## src/rtl/uart_pkg.sv

```systemverilog
// uart_pkg: shared UART states, character-size encoding and line levels
package uart_pkg;
  typedef enum logic [2:0] {IDLE, WAKE, START, DATA, PARITY, STOP1, STOP2} uart_state_e;
  localparam logic [1:0] DS_5 = 2'd0;
  localparam logic [1:0] DS_6 = 2'd1;
  localparam logic [1:0] DS_7 = 2'd2;
  localparam logic [1:0] DS_8 = 2'd3;
  localparam logic TX_IDLE = 1'b1;
  function automatic logic [3:0] size_bits(input logic [1:0] ds);
    return 4'd5 + {2'b00, ds - DS_5};
  endfunction
endpackage

```

## src/rtl/uart_tx_frame_if.sv

```systemverilog
// uart_tx_frame_if: character handshake and per-frame configuration
interface uart_tx_frame_if #(parameter int DATA_MAX = 8);
  logic [DATA_MAX-1:0] tx_data;
  logic                tx_valid;
  logic                tx_ready;
  logic [1:0]          data_size;
  logic                parity_en;
  logic                parity_odd;
  logic                stop2;
  modport master (output tx_data, tx_valid, data_size, parity_en, parity_odd, stop2, input tx_ready);
  modport slave  (input tx_data, tx_valid, data_size, parity_en, parity_odd, stop2, output tx_ready);
endinterface

```

## src/rtl/uart_fall_det.sv

```systemverilog
// uart_fall_det: sampled falling-edge detector, sample register resets high
module uart_fall_det (
  input  logic clk,
  input  logic rst,
  input  logic d,
  output logic fall
);
  logic samp_d, samp_q;
  // sample the input every cycle
  always_comb samp_d = d;
  // previous-cycle sample; reset high so a low input right after reset reads as an edge
  always_ff @(posedge clk or negedge rst)
    if (!rst) samp_q <= 1'b1;
    else      samp_q <= samp_d;
  assign fall = samp_q & ~d;
endmodule

```

## src/rtl/uart_tx_frame.sv

```systemverilog
// uart_tx_frame: serialise one character into a start/data/parity/stop frame
module uart_tx_frame
  import uart_pkg::*;
#(
  parameter int DATA_MAX = 8
) (
  input  logic             clk,
  input  logic             rst,
  uart_tx_frame_if.slave   bus,
  output logic             uart_en,
  input  logic             clk_uart,
  output logic             tx,
  output logic             busy
);
  uart_state_e         state_d, state_q;
  logic [DATA_MAX-1:0] data_d, data_q, mask;
  logic [2:0]          cnt_d, cnt_q;
  logic [1:0]          size_d, size_q;
  logic                par_en_d, par_en_q, stop2_d, stop2_q, par_d, par_q;
  logic                tx_d, tx_q, uart_en_d, uart_en_q, fall;

  uart_fall_det u_fall (.clk(clk), .rst(rst), .d(clk_uart), .fall(fall));

  // next-state, shift register, bit counter and line level
  always_comb begin
    state_d   = state_q;
    data_d    = data_q;
    cnt_d     = cnt_q;
    size_d    = size_q;
    par_en_d  = par_en_q;
    stop2_d   = stop2_q;
    par_d     = par_q;
    tx_d      = tx_q;
    uart_en_d = uart_en_q;
    mask      = ~({DATA_MAX{1'b1}} << size_bits(bus.data_size));
    unique case (state_q)
      IDLE: if (bus.tx_valid) begin
        data_d    = bus.tx_data & mask;
        size_d    = bus.data_size;
        par_en_d  = bus.parity_en;
        stop2_d   = bus.stop2;
        par_d     = (^(bus.tx_data & mask)) ^ bus.parity_odd;
        uart_en_d = 1'b1;
        state_d   = WAKE;
      end
      WAKE: if (fall) begin
        tx_d    = 1'b0;
        state_d = START;
      end
      START: if (fall) begin
        tx_d    = data_q[0];
        cnt_d   = 3'd0;
        state_d = DATA;
      end
      DATA: if (fall) begin
        if ({1'b0, cnt_q} == size_bits(size_q) - 4'd1) begin
          tx_d    = par_en_q ? par_q : TX_IDLE;
          state_d = par_en_q ? PARITY : STOP1;
        end else begin
          tx_d   = data_q[1];
          data_d = data_q >> 1;
          cnt_d  = cnt_q + 3'd1;
        end
      end
      PARITY: if (fall) begin
        tx_d    = TX_IDLE;
        state_d = STOP1;
      end
      STOP1: if (fall) begin
        uart_en_d = stop2_q;
        state_d   = stop2_q ? STOP2 : IDLE;
      end
      STOP2: if (fall) begin
        uart_en_d = 1'b0;
        state_d   = IDLE;
      end
      default: begin
        tx_d      = TX_IDLE;
        uart_en_d = 1'b0;
        state_d   = IDLE;
      end
    endcase
  end

  // state and datapath registers; reset abandons any frame in progress
  always_ff @(posedge clk or negedge rst)
    if (!rst) begin
      state_q   <= IDLE;
      data_q    <= '0;
      cnt_q     <= '0;
      size_q    <= DS_8;
      par_en_q  <= 1'b0;
      stop2_q   <= 1'b0;
      par_q     <= 1'b0;
      tx_q      <= TX_IDLE;
      uart_en_q <= 1'b0;
    end else begin
      state_q   <= state_d;
      data_q    <= data_d;
      cnt_q     <= cnt_d;
      size_q    <= size_d;
      par_en_q  <= par_en_d;
      stop2_q   <= stop2_d;
      par_q     <= par_d;
      tx_q      <= tx_d;
      uart_en_q <= uart_en_d;
    end

  assign tx           = tx_q;
  assign uart_en      = uart_en_q;
  assign busy         = state_q != IDLE;
  assign bus.tx_ready = state_q == IDLE;
endmodule

```

## src/flat_wrapper.sv

```systemverilog
// flat-port wrapper written by rule: the top's interface ports become plain ports
module uart_tx_frame_flat import uart_pkg::*;
#(
  parameter int DATA_MAX = 8
)
  (clk, rst, uart_en, clk_uart, tx, busy, bus_tx_data, bus_tx_valid, bus_data_size, bus_parity_en, bus_parity_odd, bus_stop2, bus_tx_ready);
  uart_tx_frame_if #(.DATA_MAX(DATA_MAX)) bus_i ();
  input  logic clk;
  input  logic rst;
  output logic uart_en;
  input  logic clk_uart;
  output logic tx;
  output logic busy;
  input wire logic [$bits(bus_i.tx_data)-1:0] bus_tx_data;
  input wire logic [$bits(bus_i.tx_valid)-1:0] bus_tx_valid;
  input wire logic [$bits(bus_i.data_size)-1:0] bus_data_size;
  input wire logic [$bits(bus_i.parity_en)-1:0] bus_parity_en;
  input wire logic [$bits(bus_i.parity_odd)-1:0] bus_parity_odd;
  input wire logic [$bits(bus_i.stop2)-1:0] bus_stop2;
  output wire logic [$bits(bus_i.tx_ready)-1:0] bus_tx_ready;
  assign bus_i.tx_data = bus_tx_data;
  assign bus_i.tx_valid = bus_tx_valid;
  assign bus_i.data_size = bus_data_size;
  assign bus_i.parity_en = bus_parity_en;
  assign bus_i.parity_odd = bus_parity_odd;
  assign bus_i.stop2 = bus_stop2;
  assign bus_tx_ready = bus_i.tx_ready;
  uart_tx_frame #(.DATA_MAX(DATA_MAX)) u_core (.clk(clk), .rst(rst), .bus(bus_i), .uart_en(uart_en), .clk_uart(clk_uart), .tx(tx), .busy(busy));
endmodule
```

## config.mk

```make
export PLATFORM = sky130hd
export DESIGN_NAME = uart_tx_frame_flat
export DESIGN_NICKNAME = d
export VERILOG_FILES = /design/src/rtl/uart_pkg.sv /design/src/rtl/uart_tx_frame_if.sv /design/src/rtl/uart_fall_det.sv /design/src/rtl/uart_tx_frame.sv /design/src/flat_wrapper.sv
export SDC_FILE = /design/constraint.sdc
export NUM_CORES = 1
export LEC_CHECK = 0
export ABC_CLOCK_PERIOD_IN_PS = 2240
export CAP_MARGIN = 20
export CELL_PAD_IN_SITES_DETAIL_PLACEMENT = 0
export CELL_PAD_IN_SITES_GLOBAL_PLACEMENT = 2
export CORE_UTILIZATION = 33
export CTS_CLUSTER_SIZE = 16
export DETAILED_ROUTE_END_ITERATION = 8
export PLACE_DENSITY = 0.89
export SYNTH_ARGS = -nofsm -noshare
export SYNTH_HDL_FRONTEND = slang
export SYNTH_SLANG_ARGS = --single-unit
```

## constraint.sdc

```tcl
create_clock -name clk -period 2.24 [get_ports clk]
set_clock_uncertainty 0.1 [all_clocks]
set_input_delay 0.56 -clock clk [delete_from_list [all_inputs] [get_ports clk]]
set_output_delay 0.56 -clock clk [all_outputs]
set_load 0.02 [all_outputs]
```

* After elaboration in Yosys (flattened, before gate mapping)
Cells that the tools add are included.
** Cells by class
- Reduce and logical (&&, ||, !) cells :: 13
- Mux-type cells :: 28
- Shifts and indexed selects :: 1
- Bitwise gates (word level) :: 7
- $add $sub $neg :: 4
- Eq/ne operators :: 16
** Operator list (count)
- 3-bit two-way mux :: 11
- 8-bit two-way mux :: 3
- 3-bit one-hot mux with 7 select lines :: 1
- 8-bit one-hot mux with 2 select lines :: 1
- 2-bit by 1-bit != test with 1-bit output (second input constant) :: 7
- 4-bit AND reduction :: 3
- 3-bit equality test (second input constant) :: 3
- 1-bit two-way mux :: 9
- 3-bit by 2-bit adder with 4-bit output (first input constant) :: 2
- 8-bit bitwise AND :: 1
- 8-bit NOT :: 1
- 8-bit AND reduction :: 1
- 8-bit XOR reduction :: 1
- 8-bit by 4-bit left shift with 8-bit output (first input constant) :: 1
- 3-bit by 2-bit equality test with 1-bit output (second input constant) :: 2
- 3-bit one-hot mux with 2 select lines :: 1
- 1-bit one-hot mux with 5 select lines :: 1
- 5-bit AND reduction :: 1
- 3-bit by 4-bit equality test with 1-bit output :: 1
- 2-bit != test (second input constant) :: 2
- 1-bit one-hot mux with 4 select lines :: 1
- 2-bit nonzero test :: 2
- 4-bit OR reduction :: 1
- 4-bit by 1-bit subtractor with 4-bit output (second input constant) :: 1
- other kinds (9) :: 11
** Word-level totals
- Output and inout port bits :: 4
- Register bits after elaboration :: 22
- Bits of input ports :: 17

* Logic depth before layout (Yosys ltp)
Gate-level depths: netlist of the first run.
- Depth in word-level cells :: 6
- Gate-level depth with buffers :: 6
- Gate-level depth less buffers :: 4

* Modules after synthesis
A second synthesis of the first run with hierarchy kept.
** Unflattened totals
- Cells, all modules :: 138
- Area, all modules :: 1306.3 µm²
** Modules (own cells, without submodules)
- uart_tx_frame :: cells each 136, times used 1, area an instance 1266.2 µm²
- uart_fall_det :: cells each 2, times used 1, area an instance 40.0 µm²

* Least setup slack after synthesis of the first run
No wires, ideal clock.
- Path type :: register to output
- Start point :: reg u_core.state_q[1]
- End point :: out bus_tx_ready
- Stages on the path, launching flop included :: 5
- Setup slack :: 246 ps
- Buffers on the path :: 2
- Arrival time :: 1334 ps
- Data required time :: 1580 ps
- Cells stage by stage :: dfrtp_1 > buf_6 > clkbuf_1 > or3_1 > inv_1
** Between the ends
- Cells in the longest elaborated chain, start to end :: 1
** Ends and longest elaborated chain
- start, declared :: line uart_tx_frame.sv:15 : uart_state_e state_d, state_q;
- start signal, assigned :: line uart_tx_frame.sv:98 : state_q <= state_d;
- 3-bit logical NOT :: line uart_tx_frame.sv:112 : assign bus.tx_ready = state_q == IDLE;
- end, declared :: line flat_wrapper.sv:20 : output wire logic [$bits(bus_i.tx_ready)-1:0] bus_tx_ready;
Every way passes these cells.

* Final worst setup path of the first run
- Start point :: in bus_tx_valid
- End point :: reg u_core.data_q[1]
** Between the ends
- Cells in the longest elaborated chain, start to end :: 2
** Ends and longest elaborated chain
- start, declared :: line flat_wrapper.sv:15 : input wire logic [$bits(bus_i.tx_valid)-1:0] bus_tx_valid;
- 2-bit != test (no source line)
- 4-bit AND reduction (no source line)
- end signal, assigned :: line uart_tx_frame.sv:99 : data_q <= data_d;
- end, declared :: line uart_tx_frame.sv:16 : logic [DATA_MAX-1:0] data_d, data_q, mask;
Every way passes these cells.
A chain may end at the register's enable or synchronous reset.

==> summary.txt, run 1 <==
EDFF count, synth - 0
die area - 0.004367 mm2
router iterations before antenna repair - 4
CP endpoint kind - flip-flop
GP Congestion - 0.7859
outcome - finished, final reports clean
die width - 66.08 um
worst r2r src - u_core.state_q[1]
Final #Nets - 186
yosys warns - 0
row count - 22
area grow syn2layout - 26.69%
overall power - 1.892 mW
FFs w/ async S/R, synth - 100.0%
clock net sink count - 22
total of max-cap violations - 0
via count of the first global-routing pass - 1054
Initial Utilization - 35.67%
Power Density - 1102 mW/mm2
syn_nets - 155
GRT Total Usage - 14.73%
cts bufs inserted - 3
Clk Latency, worst-skew pair - 0.26 ns
Setup CP Type - input pin to flip-flop
Yosys top cell area share - 33.24%
most frequent cells in the layout - nand2_1, clkdlybuf4s50_1, dfrtp_1
Peak Freq - 462.3 MHz
fin crit period - 2.163 ns
Setup crit start kind - input pin
via/cell ratio - 5.019
commonest register cell after synthesis - dfrtp_1
Final Hold Vio Count - 0
R2R depth - 5
Die Span Y - 66.08 um
via count - 1079
relative slew slack - 64.64%
Hold Startpoint - u_core.data_q[3]
Clock Root Buffer - clkbuf_8
# IOs - 21
post-cts hold buffer count - 0
Data required, critical path - 2.28 ns
commonest non-fill, non-tap cell in the layout - nand2_1
Worst EP arrival - 2.21 ns
Remaining DRCs - 0
reg-to-reg critical path endpoint - u_core.data_q[1]
sequential area share after synthesis - 41.00%
share of layout cells above drive strength 1 - 20.96%
Routed WL per cell - 12.60 um
CTS Buffer Depth - 2
initial antenna violation count - 0
crit path max fanout - 8
hold path cells - 1
Setup-failing EPs final - 0
final period utilization - 96.57%
synthesized instance count - 137
Post-Syn Area - 0.001355 mm2
largest net degree at the start of global routing - 23
Iter 0 DRT Violations - 55
Synth area leaders - dfrtp_1, dfstp_2, mux2_2, nand2_1, o21ai_0
FF+latch count, synth - 22
Final HPWL DP - 2107 um
Reg2Reg Setup Slack - 0.26 ns
leak pwr - 0.7237 nW
global-route wire length before repair - 4809 um
Setup Fix Bufs, Post-CTS - 0
Core Area - 0.003799 mm2
Peak VDD IR - 0.5278 mV
Post-Route WL - 2710 um
TritonCTS clock tree - built
final worst slack - 0.07690 ns
Hold Path End - u_core.data_q[3]
leading area contributor after synthesis - dfrtp_1
Buffers on Ports - 20
Worst Hold Class - flip-flop to flip-flop
total grt overflow - 0
clock slew seen by the registers of the worst setup and hold paths - 0.07 ns
Netlist cell types - 43
unrepaired setup endpoints after global routing - false
Mean Syn Cell Area - 9.891 um2
Antenna Cells - 0
Max H-tree Level - 1
Worst Tran Pin Value - 0.5304 ns
Max Slew Vio Count - 0
DRT antenna net count - 0
Setup Slack @ Placement - -0.1980 ns
==> metal layers <==
layer / GRT usage, % / wire (um) / vias to the layer above
met5: 0 / 0 / -
met4: 3.989 / 27 / 0
met3: 3.621 / 78 / 2
met2: 24.11 / 1300 / 21
met1: 19.25 / 1302 / 507
li1: - / - / 549
==> flip-flops by register name, indices dropped and copies added, names as in the netlist <==
register              cells
u_core.state_q            3
u_core.size_q             2
u_core.par_q              1
u_core.stop2_q            1
u_core.tx                 1
u_core.uart_en            1
u_core.par_en_q           1
u_core.cnt_q              3
u_core.data_q             8
u_core.u_fall.samp_q      1
==> cells by family (layout without fill, tap and decap cells) <==
| logic type | Yosys count | after routing | share of synthesized area, % |
|---|---|---|---|
| buffers and inverters | 14 | 44 | 5.078 |
| xor gates and xnor gates | 8 | 8 | 6.186 |
| AOI/OAI and AO/OA | 34 | 34 | 18.01 |
| DFF | 22 | 22 | 41.00 |
| adders and majority gates | 1 | 1 | 0.9232 |
| and+or+nand+nor | 45 | 45 | 18.38 |
| muxes | 13 | 13 | 10.43 |
==> stage by stage <==
step / utilization [%] / std cells / hold WS [ns] / cell area (um2) / setup TNS (ns)
after detailed placement: 43.97 / 211 / 0.3953 / 1670 / -1.278
after global placement: 43.97 / 211 / 0.3913 / 1670 / -1.075
after global routing: 45.19 / 215 / 0.4175 / 1717 / 0
final: 45.19 / 215 / 0.4086 / 1717 / 0
after floorplan: - / 137 / 0.1644 / 1355 / 0
after CTS: 45.13 / 215 / 0.4133 / 1714 / 0
==> power by group <==
part	switching [mW]	internal, mW	leakage (nW)
Combinational	0.489	0.474	0.440
Sequential	0.104	0.575	0.261
Clock	0.122	0.127	0.0228
Total	0.716	1.18	0.724
==> cells in the mapped netlist (2+ instances only) <==
library cell	count
nand2_1	20
dfrtp_1	18
o21ai_0	14
mux2_2	9
inv_1	7
nor2_1	6
xnor2_1	6
clkbuf_1	4
dfstp_2	4
mux2i_1	4
a31oi_1	3
nand3_1	3
a21oi_1	2
a22o_1	2
a31o_2	2
and3b_1	2
buf_6	2
nand2b_1	2
nor2b_1	2
o2bb2ai_1	2
==> cell type report <==
class / count / area, um2
fillers: 391 / 2082
repair buffers: 33 / 299.0
clock buffers: 4 / 45.04
multi-input cells: 101 / 730.7
flip-flops and latches: 22 / 555.5
inverters: 7 / 26.28
well taps: 48 / 60.06
==> worst max path at each step <==
stage                      start               end  slack (ns)  cells past startpoint
2_1_floorplan  u_core.state_q[1]      bus_tx_ready        0.25                      4
3_3_place_gp        bus_tx_valid  u_core.data_q[1]       -0.16                      5
3_5_place_dp        bus_tx_valid  u_core.data_q[1]       -0.20                      5
4_1_cts        u_core.state_q[1]              busy       0.003                      2
5_1_grt             bus_tx_valid  u_core.data_q[1]        0.03                      5
6_report            bus_tx_valid  u_core.data_q[1]        0.08                      5
==> worst max-delay path, cell delays in order <==
cell             delay (ns)
clkdlybuf4s50_1        0.47
or3b_4                 0.42
nor2_8                 0.11
a2bb2oi_4              0.27
mux2_2                 0.38
==> repair_timing <==
| item | 4_1_cts | 5_1_grt |
|---|---|---|
| endpoints found under the hold margin | 0 | 0 |
| resized for setup | 1 | 1 |
| endpoints found under the setup margin | 1 | 1 |
(Power assumes the default switching activity.)
==> run 2, diff against run 1 <==
--- a/config.mk
+++ b/config.mk
@@ -13,6 +13,7 @@
 export CTS_CLUSTER_SIZE = 16
 export DETAILED_ROUTE_END_ITERATION = 8
 export PLACE_DENSITY = 0.89
+export SETUP_SLACK_MARGIN = 0.3
 export SYNTH_ARGS = -nofsm -noshare
 export SYNTH_HDL_FRONTEND = slang
 export SYNTH_SLANG_ARGS = --single-unit
==> summary.txt, run 2 (synthesized netlist as in run 1, its figures left out) <==
Reg2Reg Setup Slack - 0.33 ns (+0.07 ns)
setup TNS - 0 ns (unchanged)
GP Congestion - 0.8145 (+3.6%)
unrepaired setup endpoints after global routing - true
dpl cells - 211 (unchanged)
die area - 0.004367 mm2 (unchanged)
Logic pwr share - 56.6% (+5.7 points)
Clock Power Share - 12.5% (-0.7 points)
Antenna Cells - 0 (unchanged)
clock net sink count - 22 (unchanged)
Buffers on Ports - 20 (unchanged)
Setup-failing EPs final - 0 (unchanged)
die width - 66.08 um (unchanged)
post-cts hold buffer count - 0 (unchanged)
Post-Route WL - 3045 um (+12%)
Iter 0 DRT Violations - 55 (unchanged)
dpl cell area - 0.001675 mm2 (+0.30%)
overall power - 2.261 mW (+20%)
Design Area, Final - 0.001891 mm2 (+10%)
Largest Register - u_core.data_q
via count of the first global-routing pass - 1055 (+0.095%)
Initial Utilization - 35.67% (unchanged)
Clock Root Buffer - clkbuf_8
leak pwr - 0.8157 nW (+13%)
router iterations before antenna repair - 4 (unchanged)
fin crit period - 1.911 ns (-0.2518 ns)
internal power - 1.442 mW (+23%)
critical path cell sequence - or3_4, inv_1, clkbuf_2
Core Area - 0.003799 mm2 (unchanged)
global-route wire length before repair - 4961 um (+3.2%)
Setup CP Type - flip-flop to primary output
total of max-cap violations - 0 (unchanged)
worst r2r src - u_core.state_q[1]
Hold Startpoint - u_core.data_q[3]
largest net degree at the start of global routing - 23 (unchanged)
Final #Nets - 197 (+5.9%)
CTS Buffer Depth - 2 (unchanged)
# IOs - 21 (unchanged)
Worst Hold Class - flip-flop to flip-flop
Finished Layout Cells - 226 (+5.1%)
Power Density - 1196 mW/mm2 (+8.5%)
cts bufs inserted - 3 (unchanged)
sequential power share - 31.0% (-4.9 points)
CP Buf/Inv Count - 2 (+1)
CP endpoint kind - primary output
met2 Use GR - 23.98% (-0.13 points)
GRT Total Usage - 15.00% (+0.27 points)
Hold WS - 0.4198 ns (+0.01123 ns)
Worst EP arrival - 1.25 ns (-0.96 ns)
met3 usage - 3.621% (unchanged)
Clk Latency, worst-skew pair - 0.26 ns (about the same)
final period utilization - 85.33% (-11 points)
Largest regs - u_core.data_q: 8 flops, u_core.cnt_q: 3 flops, u_core.state_q: 3 flops
Remaining DRCs - 0 (unchanged)
row count - 22 (unchanged)
clock slew seen by the registers of the worst setup and hold paths - 0.08 ns (about the same)
outcome - finished, final reports clean
Hold Path End - u_core.data_q[3]
via count - 1130 (+4.7%)
busiest grt layer - met2
R2R depth - 6 (+1)
relative slew slack - 65.16% (+0.52 points)
Die Span Y - 66.08 um (unchanged)
hold path cells - 1 (unchanged)
Peak Freq - 523.2 MHz (+13%)
initial antenna violation count - 0 (unchanged)
crit path max fanout - 2 (-6)
via/cell ratio - 5.000 (-0.37%)
DRT antenna net count - 0 (unchanged)
commonest non-fill, non-tap cell in the layout - nand2_1
critical path's top delay family - flip-flops
Slowest cell on crit path - dfrtp_1
Filler cells - 374 (-4.3%)
max FFs per register - 8 (unchanged)
Final Hold Vio Count - 0 (unchanged)
Final HPWL DP - 2137 um (+1.4%)
total grt overflow - 0 (unchanged)
area grow syn2layout - 39.52%
most frequent cells in the layout - nand2_1, buf_4, dfrtp_1
Switching Share - 36.23% (-1.6 points)
GRT met1 Usage - 20.45% (+1.2 points)
Max Slew Vio Count - 0 (unchanged)
Setup crit start kind - flip-flop
P_sw - 0.8193 mW (+14%)
share of layout cells above drive strength 1 - 32.02% (+11 points)
Routed WL per cell - 13.47 um (+6.9%)
Max H-tree Level - 1 (unchanged)
Data required, critical path - 1.58 ns (-0.70 ns)
Peak VDD IR - 0.6441 mV (+22%)
TritonCTS clock tree - built
Worst Tran Pin Value - 0.5160 ns (-0.01436 ns)
highest cell delay on the worst timing path - 0.40 ns (-0.07 ns)
reg-to-reg critical path endpoint - u_core.data_q[5]
-- run 2: how the worst max path moves through the flow --
stage                           start                to  cells after the start  slack (ns)
detailed placement       bus_tx_valid  u_core.data_q[2]                      5       -0.21
finish              u_core.state_q[1]      bus_tx_ready                      3        0.33
global placement         bus_tx_valid  u_core.data_q[1]                      5       -0.16
global route        u_core.state_q[1]      bus_tx_ready                      3        0.28
CTS                 u_core.state_q[1]      bus_tx_ready                      3        0.18
floorplan                bus_tx_valid  u_core.data_q[1]                      4        0.31
-- run 2: through the flow --
step / util (%) / setup WS [ns]
2_1_floorplan: - / 0.3110
3_3_place_gp: 44.10 / -0.1597
3_5_place_dp: 44.10 / -0.2063
4_1_cts: 47.04 / 0.1825
5_1_grt: 49.77 / 0.2774
6_report: 49.77 / 0.3287
-- run 2: what timing repair did --
action	4_1_cts	5_1_grt
endpoints found under the setup margin	14	17
buffers inserted	3	8
resized for setup	10	15
pin swaps	3	4
-- run 2: cell type report --
cell class	instances	area (um2)	area share [%]
clock buffers	4	55.05	2.912
flip-flops and latches	22	555.5	29.38
repair buffers	44	406.6	21.51
inverters	7	26.28	1.390
well taps	48	60.06	3.177
multi-input cells	101	787.0	41.63
-- run 2: layer usage --
metal	vias to the layer above	part of all wire (%)
li1	567	-
met1	546	48
met2	15	48
met3	2	2.5
met4	0	0.89
met5	-	0
-- run 2: power groups by stage --
stage                     clock network [mW]  registers, mW  logic (mW)
after floorplan                            0          0.676       0.699
after global placement                     0          0.680       0.969
after detailed placement                   0          0.692        1.01
after CTS                              0.292          0.685        1.14
after global routing                   0.311          0.715        1.40
final                                  0.282          0.700        1.28
-- run 2: worst register-to-register path: cells and delay by family, from the launching register on --
kind,cells,cell delay (ns)
flip-flops,1,0.40
AND/OR/NAND/NOR,2,0.54
multiplexers,1,0.32
AO/OA/AOI/OAI,1,0.16
buffers and inverters,2,0.28
==> run 3, diff against run 2 <==
--- a/config.mk
+++ b/config.mk
@@ -5,7 +5,6 @@
 export SDC_FILE = /design/constraint.sdc
 export NUM_CORES = 1
 export LEC_CHECK = 0
-export ABC_CLOCK_PERIOD_IN_PS = 2240
 export CAP_MARGIN = 20
 export CELL_PAD_IN_SITES_DETAIL_PLACEMENT = 0
 export CELL_PAD_IN_SITES_GLOBAL_PLACEMENT = 2
==> results of run 3 <==
No change in the layout: final DEF, timing and power equal those of run 2.
